===== src/rtl/hazard_ctrl_if.sv =====
// Pipeline hazard control bus: ID/EX hazard inputs and the pipeline
// steering outputs, grouped with the counters they feed.
interface hazard_ctrl_if #(
  parameter int unsigned CNT_W = 16
);
  logic [4:0]       id_rs;
  logic [4:0]       id_rt;
  logic             id_uses_rs;
  logic             id_uses_rt;
  logic             ex_memread;
  logic [4:0]       ex_rd;
  logic             branch_taken;
  logic             id_jump;
  logic             md_start;
  logic             pc_write;
  logic             ifcon;
  logic             flush;
  logic             idex_bubble;
  logic             md_busy;
  logic [CNT_W-1:0] stall_cnt;
  logic [CNT_W-1:0] flush_cnt;

  // Pipeline side: drives hazard sources, consumes steering.
  modport master (
    output id_rs, id_rt, id_uses_rs, id_uses_rt, ex_memread, ex_rd,
           branch_taken, id_jump, md_start,
    input  pc_write, ifcon, flush, idex_bubble, md_busy, stall_cnt, flush_cnt
  );

  // Hazard controller side.
  modport slave (
    input  id_rs, id_rt, id_uses_rs, id_uses_rt, ex_memread, ex_rd,
           branch_taken, id_jump, md_start,
    output pc_write, ifcon, flush, idex_bubble, md_busy, stall_cnt, flush_cnt
  );
endinterface


===== src/rtl/hazard_ctrl.sv =====
// Hazard controller: load-use stalls, branch/jump flushes and a multi-cycle
// mul/div wait, with saturating stall/flush performance counters.
module hazard_ctrl #(
  parameter int unsigned MD_LAT = 4,
  parameter int unsigned CNT_W  = 16
) (
  input  logic          clk,
  input  logic          rst,
  hazard_ctrl_if.slave  hz
);

  typedef enum logic {S_RUN, S_MDWAIT} state_t;

  state_t           r_state;
  logic [3:0]       r_md_cnt;
  logic [CNT_W-1:0] r_stall_cnt;
  logic [CNT_W-1:0] r_flush_cnt;

  logic w_load_use;
  logic w_pc_write;
  logic w_ifcon;
  logic w_flush;
  logic w_idex_bubble;
  logic w_md_busy;
  logic w_md_go;

  // Load-use hazard: EX load writes a nonzero register that ID reads.
  always_comb begin
    w_load_use = hz.ex_memread && (hz.ex_rd != 5'd0) &&
                 ((hz.id_uses_rs && (hz.id_rs == hz.ex_rd)) ||
                  (hz.id_uses_rt && (hz.id_rt == hz.ex_rd)));
  end

  // Steering outputs from state and inputs; priority branch > load-use > jump > mul/div.
  always_comb begin
    w_pc_write    = 1'b1;
    w_ifcon       = 1'b0;
    w_flush       = 1'b0;
    w_idex_bubble = 1'b0;
    w_md_busy     = 1'b0;
    w_md_go       = 1'b0;
    if (rst) begin
      w_pc_write    = 1'b0;
      w_flush       = 1'b1;
      w_idex_bubble = 1'b1;
    end else if (r_state == S_MDWAIT) begin
      w_pc_write    = 1'b0;
      w_ifcon       = 1'b1;
      w_idex_bubble = 1'b1;
      w_md_busy     = 1'b1;
    end else if (hz.branch_taken) begin
      w_flush       = 1'b1;
      w_idex_bubble = 1'b1;
    end else if (w_load_use) begin
      w_pc_write    = 1'b0;
      w_ifcon       = 1'b1;
      w_idex_bubble = 1'b1;
    end else if (hz.id_jump) begin
      w_flush       = 1'b1;
    end else if (hz.md_start) begin
      w_md_go       = 1'b1;
    end
  end

  // Mul/div wait FSM: the issue cycle advances, then MD_LAT-1 stall cycles.
  always_ff @(posedge clk) begin
    if (rst) begin
      r_state  <= S_RUN;
      r_md_cnt <= '0;
    end else begin
      case (r_state)
        S_RUN: begin
          if (w_md_go) begin
            r_state  <= S_MDWAIT;
            r_md_cnt <= 4'(MD_LAT - 2);
          end
        end
        S_MDWAIT: begin
          if (r_md_cnt == 4'd0) r_state <= S_RUN;
          else                  r_md_cnt <= r_md_cnt - 4'd1;
        end
        default: r_state <= S_RUN;
      endcase
    end
  end

  // Saturating performance counters for stall and flush cycles.
  always_ff @(posedge clk) begin
    if (rst) begin
      r_stall_cnt <= '0;
      r_flush_cnt <= '0;
    end else begin
      if (w_ifcon && (r_stall_cnt != '1)) r_stall_cnt <= r_stall_cnt + 1'b1;
      if (w_flush && (r_flush_cnt != '1)) r_flush_cnt <= r_flush_cnt + 1'b1;
    end
  end

  assign hz.pc_write    = w_pc_write;
  assign hz.ifcon       = w_ifcon;
  assign hz.flush       = w_flush;
  assign hz.idex_bubble = w_idex_bubble;
  assign hz.md_busy     = w_md_busy;
  assign hz.stall_cnt   = r_stall_cnt;
  assign hz.flush_cnt   = r_flush_cnt;

endmodule


===== src/flat_wrapper.sv =====
// flat-port wrapper written by rule: the top's interface ports become plain ports
module hazard_ctrl_flat 
#(
  parameter int unsigned MD_LAT = 4,
  parameter int unsigned CNT_W  = 16
)
  (clk, rst, hz_id_rs, hz_id_rt, hz_id_uses_rs, hz_id_uses_rt, hz_ex_memread, hz_ex_rd, hz_branch_taken, hz_id_jump, hz_md_start, hz_pc_write, hz_ifcon, hz_flush, hz_idex_bubble, hz_md_busy, hz_stall_cnt, hz_flush_cnt);
  hazard_ctrl_if #(.CNT_W(CNT_W)) hz_i ();
  input  logic clk;
  input  logic rst;
  input wire logic [$bits(hz_i.id_rs)-1:0] hz_id_rs;
  input wire logic [$bits(hz_i.id_rt)-1:0] hz_id_rt;
  input wire logic [$bits(hz_i.id_uses_rs)-1:0] hz_id_uses_rs;
  input wire logic [$bits(hz_i.id_uses_rt)-1:0] hz_id_uses_rt;
  input wire logic [$bits(hz_i.ex_memread)-1:0] hz_ex_memread;
  input wire logic [$bits(hz_i.ex_rd)-1:0] hz_ex_rd;
  input wire logic [$bits(hz_i.branch_taken)-1:0] hz_branch_taken;
  input wire logic [$bits(hz_i.id_jump)-1:0] hz_id_jump;
  input wire logic [$bits(hz_i.md_start)-1:0] hz_md_start;
  output wire logic [$bits(hz_i.pc_write)-1:0] hz_pc_write;
  output wire logic [$bits(hz_i.ifcon)-1:0] hz_ifcon;
  output wire logic [$bits(hz_i.flush)-1:0] hz_flush;
  output wire logic [$bits(hz_i.idex_bubble)-1:0] hz_idex_bubble;
  output wire logic [$bits(hz_i.md_busy)-1:0] hz_md_busy;
  output wire logic [$bits(hz_i.stall_cnt)-1:0] hz_stall_cnt;
  output wire logic [$bits(hz_i.flush_cnt)-1:0] hz_flush_cnt;
  assign hz_i.id_rs = hz_id_rs;
  assign hz_i.id_rt = hz_id_rt;
  assign hz_i.id_uses_rs = hz_id_uses_rs;
  assign hz_i.id_uses_rt = hz_id_uses_rt;
  assign hz_i.ex_memread = hz_ex_memread;
  assign hz_i.ex_rd = hz_ex_rd;
  assign hz_i.branch_taken = hz_branch_taken;
  assign hz_i.id_jump = hz_id_jump;
  assign hz_i.md_start = hz_md_start;
  assign hz_pc_write = hz_i.pc_write;
  assign hz_ifcon = hz_i.ifcon;
  assign hz_flush = hz_i.flush;
  assign hz_idex_bubble = hz_i.idex_bubble;
  assign hz_md_busy = hz_i.md_busy;
  assign hz_stall_cnt = hz_i.stall_cnt;
  assign hz_flush_cnt = hz_i.flush_cnt;
  hazard_ctrl #(.MD_LAT(MD_LAT), .CNT_W(CNT_W)) u_core (.clk(clk), .rst(rst), .hz(hz_i));
endmodule

===== config.mk =====
export PLATFORM = sky130hd
export DESIGN_NAME = hazard_ctrl_flat
export DESIGN_NICKNAME = d
export VERILOG_FILES = /design/src/rtl/hazard_ctrl_if.sv /design/src/rtl/hazard_ctrl.sv /design/src/flat_wrapper.sv
export SDC_FILE = /design/constraint.sdc
export NUM_CORES = 1
export LEC_CHECK = 0
export CORE_ASPECT_RATIO = 0.7
export CORE_MARGIN = 2
export CORE_UTILIZATION = 44
export CTS_BUF_LIST = sky130_fd_sc_hd__clkbuf_8
export CTS_CLUSTER_DIAMETER = 120
export CTS_CLUSTER_SIZE = 8
export DETAILED_ROUTE_END_ITERATION = 16
export GPL_TIMING_DRIVEN = 1
export PLACE_DENSITY = 0.78
export SLEW_MARGIN = 20
export SYNTH_ARGS = -nofsm -noshare
export SYNTH_HDL_FRONTEND = slang
export SYNTH_SLANG_ARGS = --single-unit

===== constraint.sdc =====
create_clock -name clk -period 2.05 [get_ports clk]
set_input_delay 0.41 -clock clk [delete_from_list [all_inputs] [get_ports clk]]
set_output_delay 0.41 -clock clk [all_outputs]
set_load 0.01 [all_outputs]

Word-level counts from Yosys, hierarchy flattened
Index checks and enable logic that the tools add are counted.
Widths: inputs -> output; s select.
{"block": "totals", "regBits": 37, "in_bits": 23, "output_inout_bits": 37, "wordCells": 54}
{"block": "op_classes", "eq_ne": 6, "bitwise": 1, "n_addsub": 3, "n_reduce_logical": 10, "mux": 30}
{"cell": "$add 16x1->16 const B", "count": 2}
{"cell": "$ne 16x16->1 const B", "count": 2}
{"cell": "$mux 1", "count": 26}
{"cell": "$eq 5x5->1", "count": 2}
{"cell": "$mux 4", "count": 2}
{"cell": "$pmux 4 s2", "count": 1}
{"cell": "$logic_and 1x1->1", "count": 6}
{"cell": "$reduce_bool 5->1", "count": 1}
{"cell": "$logic_not 4->1", "count": 1}
{"cell": "$sub 4x1->4 const B", "count": 1}
{"cell": "$ne 2x1->1 const B", "count": 1}
{"cell": "$ne 2x2->1 const B", "count": 1}
{"cell": "$pmux 1 s2", "count": 1}
{"cell": "$reduce_and 2->1", "count": 1}
{"cell": "$logic_or 1x1->1", "count": 1}
{"cell": "$not 1->1", "count": 1}

Logic depth before layout (Yosys ltp)
Gate-level depths: netlist of run 1.
{"block": "logic_depth", "ltp_word": 10, "ltp_mapped": 8, "ltp_nobuf": 7}

Worst setup path before layout of run 1
Ideal clock, no wire load.
{"block": "synth_timing", "path_type": "input to register", "start": "in hz_ex_rd[0]", "end": "reg u_core.r_flush_cnt[15], in the netlist u_core.hz.flush_cnt[15]", "t_arrival_ps": 2039, "setup_time_ps": 121, "n_path_buf": 1, "slack_ps": -110, "stages": 7, "required_ps": 1929, "path_cell_list": "or4_1 o21ai_2 or3_2 nor2_2 buf_6 nor4_1 mux2_2"}
{"block": "synth_between", "elab_chain_len": 9, "word_cells_on_any_way": 13, "cone_classes": "2 x eq/ne; 4 x mux; 7 x reduce/logical"}
{"element": "start, declared", "line_no": "flat_wrapper.sv:16", "source": "input wire logic [$bits(hz_i.ex_rd)-1:0] hz_ex_rd;"}
{"element": "$eq 5x5->1 (on tied branches)", "line_no": "hazard_ctrl.sv:30, hazard_ctrl.sv:31"}
{"element": "$logic_and 1x1->1 (on tied branches)", "line_no": "hazard_ctrl.sv:30, hazard_ctrl.sv:31"}
{"element": "$logic_or 1x1->1", "line_no": "hazard_ctrl.sv:30", "source": "((hz.id_uses_rs && (hz.id_rs == hz.ex_rd)) ||"}
{"element": "$logic_and 1x1->1 (*)", "line_no": "hazard_ctrl.sv:29", "source": "w_load_use = hz.ex_memread && (hz.ex_rd != 5'd0) &&"}
{"element": "$mux 1 (*)", "line_no": "hazard_ctrl.sv:54", "source": "end else if (w_load_use) begin"}
{"element": "$mux 1 (*)", "line_no": "hazard_ctrl.sv:51", "source": "end else if (hz.branch_taken) begin"}
{"element": "$mux 1 (*)", "line_no": "hazard_ctrl.sv:46", "source": "end else if (r_state == S_MDWAIT) begin"}
{"element": "$mux 1 (*)", "line_no": "hazard_ctrl.sv:42", "source": "if (rst) begin"}
{"element": "$logic_and 1x1->1 (*)", "line_no": "hazard_ctrl.sv:94", "source": "if (w_flush && (r_flush_cnt != '1)) r_flush_cnt <= r_flush_cnt + 1'b1;"}
{"element": "end signal, assigned", "line_no": "hazard_ctrl.sv:94"}
{"element": "end, declared", "line_no": "hazard_ctrl.sv:17", "source": "logic [CNT_W-1:0] r_flush_cnt;"}
Every way passes the cells marked *; elsewhere a longest branch is shown, timed or not.
A chain may end at the register's enable or synchronous reset.

Final worst setup path of run 1
{"block": "layout_timing", "start": "in hz_ex_rd[0]", "end": "out hz_idex_bubble"}
{"block": "layout_between", "elab_chain_len": 8, "word_cells_on_any_way": 12, "cone_classes": "2 x eq/ne; 4 x mux; 6 x reduce/logical"}
{"element": "$eq 5x5->1 (on tied branches)", "line_no": "hazard_ctrl.sv:30, hazard_ctrl.sv:31"}
{"element": "$logic_and 1x1->1 (on tied branches)", "line_no": "hazard_ctrl.sv:30, hazard_ctrl.sv:31"}
{"element": "$logic_or 1x1->1", "line_no": "hazard_ctrl.sv:30"}
{"element": "$logic_and 1x1->1 (*)", "line_no": "hazard_ctrl.sv:29"}
{"element": "$mux 1 (*)", "line_no": "hazard_ctrl.sv:54"}
{"element": "$mux 1 (*)", "line_no": "hazard_ctrl.sv:51"}
{"element": "$mux 1 (*)", "line_no": "hazard_ctrl.sv:46"}
{"element": "$mux 1 (*)", "line_no": "hazard_ctrl.sv:42"}
{"element": "end, declared", "line_no": "flat_wrapper.sv:23", "source": "output wire logic [$bits(hz_i.idex_bubble)-1:0] hz_idex_bubble;"}
Marks and branches as above.

==> flow_summary_export.csv, run 1 <==
group,metric,value,unit
clocking,cts_buffers,5,
clocking,ctsHoldBuffers,0,
die,die_height,61.2,um
critical_path,cp.required,1.64,ns
clocking,cts_tree,"built",
clocking,cts_max_path_buffers,2,
critical_path,reg2reg_depth,8,
route,drt_pass1_iterations,4,
sta,timing.fmax,460,MHz
status,status,"finished, violations left",
clocking,cts_root_buffer,"clkbuf_8",
power,cellPowerDensity,521,mW/mm2
yosys,synth_flop_cell,"dfxtp_1",
clocking,cts.sinks,37,
yosys,synth-async-reset-ratio,0,%
die,coreArea,0.00440,mm2
clocking,h-tree-depth,2,
sta,final-setup-viol-count,5,
finish,drive_above_1_share,31.1,%
route,drt.antenna.violating_nets,0,
yosys,synth_cell_type_count,42,
sta,tightest_slew,0.575,ns
job,maxCapViolations,0,
die,die_area,0.00524,mm2
yosys,synth_warnings,0,
power,leakage,1.23,nW
grt,grt_antenna_before_repair,0,
sta,post-route-period-util,106,%
die,die_x,85.7,um
finish,fin_nets,376,
critical_path,r2r_end,"u_core.hz.flush_cnt[9]$_SDFFE_PP0P_",
placed_design,io_buffers,59,
sta,slew-limit-headroom,61.4,%
yosys,synth_cells,253,
die,io_pins,60,
sta,skew,0.00889,ns
die,rows,20,
route,drtIter0Drc,124,
sta,slew_violations,0,
critical_path,r2r-start,"u_core.hz.flush_cnt[5]$_SDFFE_PP0P_",
yosys,postSynthAreaPerCell,8.13,um2
critical_path,critPathBufInv,3,
placed_design,dp_hpwl,4080,um
grt,grt_pass1_wl,9060,um
status,violations,"setup timing",
finish,syn2layout_area_growth,63.2,%
yosys,synth_area,0.00206,mm2
die,floorplan.initialDensity,46.7,%
placed_design,place_congestion,0.845,
yosys,ys_seq_area_share,36.0,%
power,ir_drop,373,uV
clocking,clkSlewWorstSetupHoldPaths,0.07,ns
critical_path,cp_top_family,"simple AND/OR/NAND/NOR gates",
critical_path,crit_fanout,3,
route,routed_via_density,5.69,
critical_path,rrSetupSlack,0.07,ns
sta,rsz0062_at_grt,"yes",
yosys,ys_ff_latch,37,
placed_design,pre_cts_ws,-0.892,ns
clocking,clock_latency,0.29,ns
sta,fin_ws,-0.122,ns
hold_path,hold_path.class,"reg2reg",
critical_path,path_cells,"buf_6, or4_4, o21ai_4, inv_2, a2111o_1, buf_2",
critical_path,arrival,1.76,ns
sta,period_needed,2.17,ns
hold_path,min_from,"u_core.r_md_cnt[1]$_SDFFE_PP0P_",
route,drc,0,
critical_path,cp_slowest_stage_delay,0.54,ns
critical_path,path_class,"in2out",
grt,track_usage,21.8,%
grt,grt_pass1_vias,2073,
critical_path,crit_path_start_kind,"input pin",
critical_path,critical-path-slowest-cell,"or4_4",
finish,n_antenna_cell,0,
sta,hold_viol,0,
hold_path,holdPathEnd,"u_core.r_md_cnt[1]$_SDFFE_PP0P_",
route,num_vias,2310,
route,wl_per_cell,14.7,um
route,drt_wl_total,5960,um
yosys,synth_edf_count,0,
critical_path,critical_path.endpoint_type,"output port",
hold_path,hold_depth,2,
yosys,synth_nets,279,
grt,grt_max_degree,31,
power,total_power,1.75,mW
sta,holdWs,0.486,ns
grt,grt-ovfl-total,0,
## worst reg2reg max path, cell delays in order (launching register included)
cell     delay, ns
dfxtp_1       0.34
and3_1        0.20
nand3_1       0.18
nor4_1        0.09
or3_4         0.38
buf_6         0.16
buf_4         0.13
o31ai_2       0.28
a21oi_2       0.10
## cell usage in the layout, fill, tap and decap left out, drive strengths merged, types with 8 or more instances in the layout
cell type,instances
nand3,15
nor2,18
buf,52
dlygate4sd2,8
or3,8
nor3,10
o21ai,8
o31ai,13
inv,9
a21oi,22
or4,15
nand2,20
xnor2,11
dfxtp,37
clkdlybuf4s50,36
## cell usage after synthesis, types with 7 or more instances
| library cell | n | area share (%) |
|---|---|---|
| or3_1 | 7 | 2.1 |
| nand3_1 | 15 | 3.7 |
| or4_1 | 15 | 5.5 |
| nand2_1 | 20 | 3.7 |
| dfxtp_1 | 37 | 36 |
| xnor2_1 | 11 | 4.7 |
| nor2_1 | 17 | 3.1 |
| o31ai_1 | 13 | 4.7 |
| a21oi_1 | 22 | 5.4 |
| inv_1 | 8 | 1.5 |
| nor3_1 | 10 | 2.4 |
| o21ai_0 | 7 | 1.7 |
## state kept, by name, summed over array words and instances (netlist names)
register	flops
u_core.r_state	1
u_core.hz.stall_cnt	16
u_core.r_md_cnt	4
u_core.hz.flush_cnt	16
## metal layers
layer / vias up / GRT usage (%) / wire (um)
met5: - / 0 / 0
met4: 0 / 6.35 / 62
met3: 9 / 5.36 / 430
met2: 82 / 36.4 / 2750
met1: 1077 / 28.7 / 2720
li1: 1142 / - / -
## stage by stage
| stage | setup TNS [ns] | utilization [%] | instances | area, um2 |
|---|---|---|---|---|
| finish | -0.443 | 76.2 | 406 | 3350 |
| global route | -1.08 | 76.2 | 406 | 3350 |
| CTS | -0.410 | 72.3 | 403 | 3190 |
| detailed placement | -23.57 | 67.5 | 389 | 2970 |
| global placement | -21.58 | 67.5 | 389 | 2970 |
| floorplan | -0.127 | - | 253 | 2120 |
## area by class of cell
type | instances | area [um2]
clock buffers | 5 | 68.8
clock inverters | 3 | 68.8
fillers | 310 | 1050
inverters | 8 | 30.0
multi-input cells | 195 | 1450
flip-flops and latches | 37 | 741
well taps | 55 | 68.8
repair buffers | 103 | 931
## report_power, final
group	internal [mW]	switching (mW)	total, mW
logic	0.133	0.109	0.241
registers	0.727	0.00599	0.733
clock network	0.490	0.283	0.774
total	1.35	0.398	1.75
## how the worst max path moves through the flow
stage,depth (start not counted),end,slack [ns],start
2_1_floorplan,7,u_core.hz.flush_cnt[2]$_SDFFE_PP0P_,-0.06,hz_ex_rd[4]
3_3_place_gp,6,hz_idex_bubble,-0.87,hz_ex_rd[4]
3_5_place_dp,6,hz_idex_bubble,-0.89,hz_ex_rd[4]
4_1_cts,8,hz_ifcon,-0.15,hz_ex_rd[0]
5_1_grt,8,hz_ifcon,-0.18,hz_ex_rd[0]
6_report,6,hz_idex_bubble,-0.12,hz_ex_rd[0]
## cell families after synthesis
group                      count (synthesis)  share of synthesized area (%)
AOI/OAI and AO/OA                         63                           20.5
DFF                                       37                           36.0
and+or+nand+nor                          111                           28.9
buffers and inverters                     21                           4.50
xor gates and xnor gates                  13                           5.54
adders and majority gates                  3                           1.83
muxes                                      5                           2.74
## what timing repair did
item                                    in CTS  in global routing
gates cloned                                 0                  1
endpoints found under the setup margin      37                 29
pin swaps                                   22                 24
setup buffers                                7                  2
hold endpoints to repair                     0                  0
gates resized for setup                     69                 35
Note: power is estimated with default switching activity, not from simulation.
==> run 2, diff against run 1 <==
--- a/config.mk
+++ b/config.mk
@@ -6,7 +6,9 @@
 export NUM_CORES = 1
 export LEC_CHECK = 0
+export ABC_AREA = 1
+export ABC_CLOCK_PERIOD_IN_PS = 2050
 export CORE_ASPECT_RATIO = 0.7
 export CORE_MARGIN = 2
-export CORE_UTILIZATION = 44
+export CORE_UTILIZATION = 47
 export CTS_BUF_LIST = sky130_fd_sc_hd__clkbuf_8
 export CTS_CLUSTER_DIAMETER = 120
@@ -14,5 +16,5 @@
 export DETAILED_ROUTE_END_ITERATION = 16
 export GPL_TIMING_DRIVEN = 1
-export PLACE_DENSITY = 0.78
+export PLACE_DENSITY = 0.79
 export SLEW_MARGIN = 20
 export SYNTH_ARGS = -nofsm -noshare
==> constraint.sdc (replaced) <==
create_clock -name clk -period 2.05 [get_ports clk]
set_input_delay 0.41 -clock clk [delete_from_list [all_inputs] [get_ports clk]]
set_output_delay 0.41 -clock clk [all_outputs]
set_load 0.02 [all_outputs]
==> flow_summary_export.csv, run 2 <==
group,metric,value,unit
yosys,synthTopCellsByArea,"dfxtp_1, nand2_1, nand3_1",
grt,grt-ovfl-total,0,
clocking,cts_buffers,5,
finish,final_cell_mix,"nand2_1, nand3_1, inv_1",
grt,track_usage,23.6,%
placed_design,dp_hpwl,4920,um
hold_path,holdPathEnd,"u_core.hz.flush_cnt[15]$_SDFFE_PP0P_",
finish,fillers,463,
finish,drive_above_1_share,16.7,%
sta,skew,0.00591,ns
critical_path,r2r_end,"u_core.hz.stall_cnt[0]$_SDFFE_PP0P_",
sta,final-setup-viol-count,0,
sta,slew_violations,0,
sta,fin_ws,0.103,ns
hold_path,hold_depth,2,
yosys,netlist.area_leader.share,29.3,%
yosys,ys_seq_area_share,29.3,%
sta,post-route-period-util,95.0,%
sta,slew-limit-headroom,70.0,%
yosys,synth_flop_cell,"dfxtp_1",
route,drt.antenna.violating_nets,0,
clocking,clock_latency,0.29,ns
route,drc,0,
grt,grt_max_degree,20,
route,drt_pass1_iterations,5,
sta,tns,0,ns
hold_path,min_from,"u_core.hz.flush_cnt[15]$_SDFFE_PP0P_",
yosys,synth_cell_type_count,30,
critical_path,crit_path_start_kind,"input pin",
critical_path,path_class,"in2out",
critical_path,arrival,1.54,ns
job,maxCapViolations,0,
critical_path,rrSetupSlack,0.18,ns
grt,grt_pass1_wl,11700,um
critical_path,cp.required,1.64,ns
placed_design,pre_cts_ws,-0.690,ns
power,leakage,1.34,nW
placed_design,place_congestion,0.933,
route,wl_per_cell,12.9,um
clocking,cts_tree,"built",
clocking,cts_root_buffer,"clkbuf_8",
power,cellPowerDensity,433,mW/mm2
route,num_vias,2701,
sta,tightest_slew,0.447,ns
sta,timing.fmax,514,MHz
yosys,yosysMostFrequentCell,"nand2_1",
die,coreArea,0.00520,mm2
yosys,synth_warnings,0,
yosys,synth_cells,375,
sta,hold_viol,0,
finish,fin_nets,475,
yosys,synth_top_area_cell,"dfxtp_1",
yosys,synth_edf_count,0,
clocking,cts.sinks,37,
die,die_area,0.00599,mm2
placed_design,placed_cell_area,0.00328,mm2
status,status,"completed",
die,floorplan.initialDensity,48.6,%
finish,syn2layout_area_growth,32.1,%
yosys,synth_nets,401,
route,routed_via_density,5.18,
clocking,h-tree-depth,2,
sta,period_needed,1.95,ns
clocking,clkSlewWorstSetupHoldPaths,0.07,ns
yosys,postSynthAreaPerCell,6.74,um2
grt,grt_antenna_before_repair,0,
finish,fin_area,0.00334,mm2
die,io_pins,60,
hold_path,hold_path.class,"reg2reg",
sta,holdWs,0.480,ns
die,rows,22,
yosys,synth_area,0.00253,mm2
placed_design,io_buffers,59,
critical_path,r2r-start,"u_core.hz.stall_cnt[5]$_SDFFE_PP0P_",
finish,n_antenna_cell,0,
yosys,synth-async-reset-ratio,0,%
critical_path,reg2reg_depth,9,
critical_path,crit_fanout,4,
finish,final_common_cell,"nand2_1",
critical_path,critical_path.endpoint_type,"output port",
die,die_height,65.4,um
power,ir_drop,309,uV
die,die_x,91.6,um
route,drtIter0Drc,303,
yosys,ys_ff_latch,37,
yosys,synth.top_cells.by_count,"nand2_1, nand3_1, dfxtp_1, inv_1, nor2_1",
clocking,cts_max_path_buffers,2,
sta,rsz0062_at_grt,"no",
grt,grt_pass1_vias,2554,
route,drt_wl_total,6700,um
run 2: cell count changes after synthesis, moves of 13 or more:
cell / previous run / this run
nand3_1: 15 / 39
o31ai_1: 13 / 0
nand2_1: 20 / 90
xor2_1: 2 / 22
or4_1: 15 / 0
nor2_1: 17 / 35
inv_1: 8 / 37
run 2: per-stage QoR:
stage | instances | utilization, % | power [mW]
CTS | 521 | 64.0 | 1.45
global route | 521 | 64.2 | 1.50
global placement | 513 | 63.0 | 0.949
finish | 521 | 64.2 | 1.45
detailed placement | 513 | 63.0 | 0.953
floorplan | 375 | - | 0.853
run 2: worst max-delay path: stages:
cell,delay [ns]
dlygate4sd2_1,0.25
nand2_1,0.08
nand2_1,0.05
nor2_1,0.13
nand3_1,0.09
nand2_1,0.07
nand2_2,0.06
nand2_2,0.08
nand3_4,0.08
clkinv_4,0.07
buf_2,0.17
run 2: power breakdown:
group	internal [mW]	switching, mW
clock	0.262	0.256
combinational	0.0844	0.108
sequential	0.726	0.00936
total	1.07	0.373
run 2: final cells by class:
cell class / instances / area (um2) / share of cell area (%)
Clock buffer: 6 / 82.6 / 2.47
Clock inverter: 1 / 3.75 / 0.112
Inverter: 47 / 181 / 5.43
Multi-Input combinational cell: 280 / 1530 / 45.9
Sequential cell: 37 / 741 / 22.2
Tap cell: 72 / 90.1 / 2.70
Timing Repair Buffer: 78 / 707 / 21.2
run 2: metal layers:
layer / share of wire [%] / vias to the layer above / global-route usage [%]
met5: 0 / - / 0
met4: 0.93 / 0 / 6.63
met3: 7.4 / 6 / 3.78
met2: 43 / 113 / 38.1
met1: 48 / 1228 / 33.0
li1: - / 1354 / -
run 2: worst max path at each step:
| stage | start | to | slack (ns) | depth (start not counted) |
|---|---|---|---|---|
| after CTS | hz_ex_rd[2] | hz_flush | 0.001 | 13 |
| final | hz_id_rs[1] | hz_ifcon | 0.10 | 11 |
| after global placement | hz_ex_rd[3] | hz_ifcon | -0.64 | 12 |
| after global routing | hz_id_rs[1] | hz_ifcon | 0.01 | 11 |
| after detailed placement | hz_ex_rd[1] | hz_ifcon | -0.69 | 12 |
| after floorplan | hz_ex_rd[1] | hz_flush | 0.17 | 10 |
run 2: cell families (layout without fill, tap and decap cells):
kind of cell / Yosys count / in the layout / share of synthesized area (%)
AND/OR/NAND/NOR: 216 / 216 / 41.1
buffers and inverters: 58 / 132 / 10.3
flip-flops: 37 / 37 / 29.3
AO/OA/AOI/OAI: 32 / 32 / 7.67
XOR/XNOR: 29 / 29 / 10.0
adder cells (fa/ha/maj): 3 / 3 / 1.49
run 2: repair_timing:
item / 4_1_cts / 5_1_grt
resized for setup: 36 / 13
endpoints found under the setup margin: 6 / 4
setup buffers: 1 / 0
hold buffers: 0 / 0
pin swaps: 12 / 6
==> run 3, diff against run 2 <==
SLEW_MARGIN = 0   (was 20)
==> results of run 3 <==
Same layout as run 2: the final DEF is identical, and so are final timing and power.
==> RTL edit: new RTL, config.mk and constraints of run 2 <==
Reset style: asynchronous (`rst`), changed in 2 clocked blocks.
--- a/src/rtl/hazard_ctrl.sv
+++ b/src/rtl/hazard_ctrl.sv
@@ -65,3 +65,3 @@
   // Mul/div wait FSM: the issue cycle advances, then MD_LAT-1 stall cycles.
-  always_ff @(posedge clk) begin
+  always_ff @(posedge clk or posedge rst) begin
     if (rst) begin
@@ -87,3 +87,3 @@
   // Saturating performance counters for stall and flush cycles.
-  always_ff @(posedge clk) begin
+  always_ff @(posedge clk or posedge rst) begin
     if (rst) begin
Behaviour: differs if rst is asserted again (counterexample within 4 cycles, from zero or initial values and one cycle with rst high); with rst held inactive, the same outputs for 10 cycles.
==> RTL edit against run 2 <==
- clock skew is 0.0030 ns lower
- non-clock buffer count is 2 lower
- area after synthesis is 1.6% lower
- count of clock-buffer cells in the layout stayed put
- final area is 0.75% higher
- first-iteration DRC count is 65% lower
- highest routed layer unchanged
- sequential share of layout area is 5.3 points higher
- setup slack worse by 0.010 ns
- critical path type unchanged
- wire length is 5.7% lower
- core utilization is 0.82 points higher
- critical endpoint is now hz_flush
- sequential cell count stayed put
Power is not compared: it rests on default switching activity, and its combinational part moved more than twofold at a synthesized area within 25%.
==> RTL edit: results (changes against run 2) <==
Parameter                              Value

Worst setup path
  Reg2Reg Launch Point ... u_core.hz.flush_cnt[0]$_DFFE_PP0P_ (was u_core.hz.stall_cnt[5]$_SDFFE_PP0P_)
  Launching element of the worst setup path ... hz_ex_rd[3] (was hz_id_rs[1])
  Cell type of the slowest stage on the worst timing path ... sky130_fd_sc_hd__clkdlybuf4s15_1 (was sky130_fd_sc_hd__dlygate4sd2_1)

Synth
  Ranking of synthesized cells by area ... sky130_fd_sc_hd__dfrtp_1, sky130_fd_sc_hd__nand2_1, sky130_fd_sc_hd__xor2_1 (was sky130_fd_sc_hd__dfxtp_1, sky130_fd_sc_hd__nand2_1, sky130_fd_sc_hd__nand3_1)
  Count of different cell masters after synthesis ... 29 (was 30)
  Net count after synthesis ... 377 (was 401)
  Share of synthesized area occupied by flip-flops and latches ... 37.2% (was 29.3%)
  Fraction of synthesis flops using an asynchronous set or reset pin ... 100% (was 0%)

Min path
  Worst hold path startpoint ... u_core.hz.stall_cnt[15]$_DFFE_PP0P_ (was u_core.hz.flush_cnt[15]$_SDFFE_PP0P_)

Global route
  Met1 track demand over resource in global routing ... 32.3% (was 33.0%)
  Global Route Usage Sum ... 23.0% (was 23.6%)
  Maximum number of pins on one net before global-route repair ... 38 (was 20)
  Number of global-route vias before repair ... 2414 (was 2554)
  Met3 Usage GRT ... 4.65% (was 3.78%)

Place
  Placed Area ... 0.00325 mm^2 (was 0.00328 mm^2)
  Gp weighted congestion ... 0.891 (was 0.933)
  Inst Count DP ... 490 (was 513)

Route
  Routed wirelength normalized by instance count ... 12.6 um (was 12.9 um)
  Per-cell via count in the routed design ... 5.02 (was 5.18)
  DRT iter0 DRCs ... 107 (was 303)
  Aggregate routed wire length ... 6320 um (was 6700 um)

Layout
  Final Net Count ... 453 (was 475)

Timing
  Transition time at the pin with the least slew margin ... 0.470 ns (was 0.447 ns)
  Post-Route Skew ... 0.00295 ns (was 0.00591 ns)

Outcome
  Result of the run ... finished, final reports clean (unchanged)
## RTL edit: changes by cell type after synthesis, sizes merged, moves of 4 or more
cell and change:
a21oi -30, dfrtp +37, dfxtp -37, inv -4, nand2 +24, nand3 -6, nor2 -10, nor3 -4
o21ai +6
## RTL edit: what timing repair did
action / 4_1_cts / 5_1_grt
endpoints found under the setup margin: 33 / 11
setup buffers: 1 / 1
resized for setup: 41 / 14
hold buffers: 0 / 0
pin swaps: 12 / 7
## RTL edit: stage by stage
stage | TNS [ns] | util (%) | setup WS [ns]
after floorplan | -0.00992 | - | -0.00992
after global placement | -11.13 | 62.7 | -0.738
after detailed placement | -14.21 | 62.7 | -0.785
after CTS | 0 | 64.7 | 0.00375
after global routing | -0.000115 | 65.0 | -0.000115
final | 0 | 65.0 | 0.0932
## RTL edit: cell families after synthesis
family | share of synthesized area (%)
flops | 37.2
fa+ha+maj | 1.51
buf+inv | 8.45
simple gates | 41.7
xor+xnor | 9.51
compound gates | 1.61
## RTL edit: path summary, 6_finish.rpt
check	to	cells past startpoint
setup / recovery	hz_flush	13
hold / removal	u_core.hz.stall_cnt[15]$_DFFE_PP0P_	2
setup reg to reg	u_core.hz.flush_cnt[6]$_DFFE_PP0P_	10
hold reg to reg	u_core.hz.stall_cnt[15]$_DFFE_PP0P_	2
max in group asynchronous	u_core.hz.flush_cnt[4]$_DFFE_PP0P_	3
min in group asynchronous	u_core.hz.flush_cnt[1]$_DFFE_PP0P_	3
## RTL edit: power groups by stage
| stage | Sequential, W | Combinational [W] | Clock, W |
|---|---|---|---|
| CTS | 0.00103 | 0.00101 | 0.000685 |
| global placement | 0.00103 | 0.000977 | 0 |
| floorplan | 0.00113 | 0.000526 | 0 |
| global route | 0.00106 | 0.00112 | 0.000718 |
| finish | 0.00103 | 0.00101 | 0.000669 |
| detailed placement | 0.00104 | 0.00102 | 0 |
## RTL edit: area by class of cell
cell class,instances,area (um^2)
clock inverters,2,37.5
inverters,43,170
flip-flops and latches,37,926
multi-input cells,264,1380
fillers,463,1810
clock buffers,6,82.6
well taps,72,90.1
repair buffers,76,679
## RTL edit: tightest hold or removal path: stages (launching register included)
cell	delay, ns
sky130_fd_sc_hd__dfrtp_1	0.37
sky130_fd_sc_hd__nand2_1	0.06
sky130_fd_sc_hd__nand2_1	0.05
## RTL edit: metal layers
metal / wire (um) / part of all wire, %
met5: 0 / 0
met4: 70 / 1.1
met3: 337 / 5.3
met2: 2870 / 45
met1: 3040 / 48
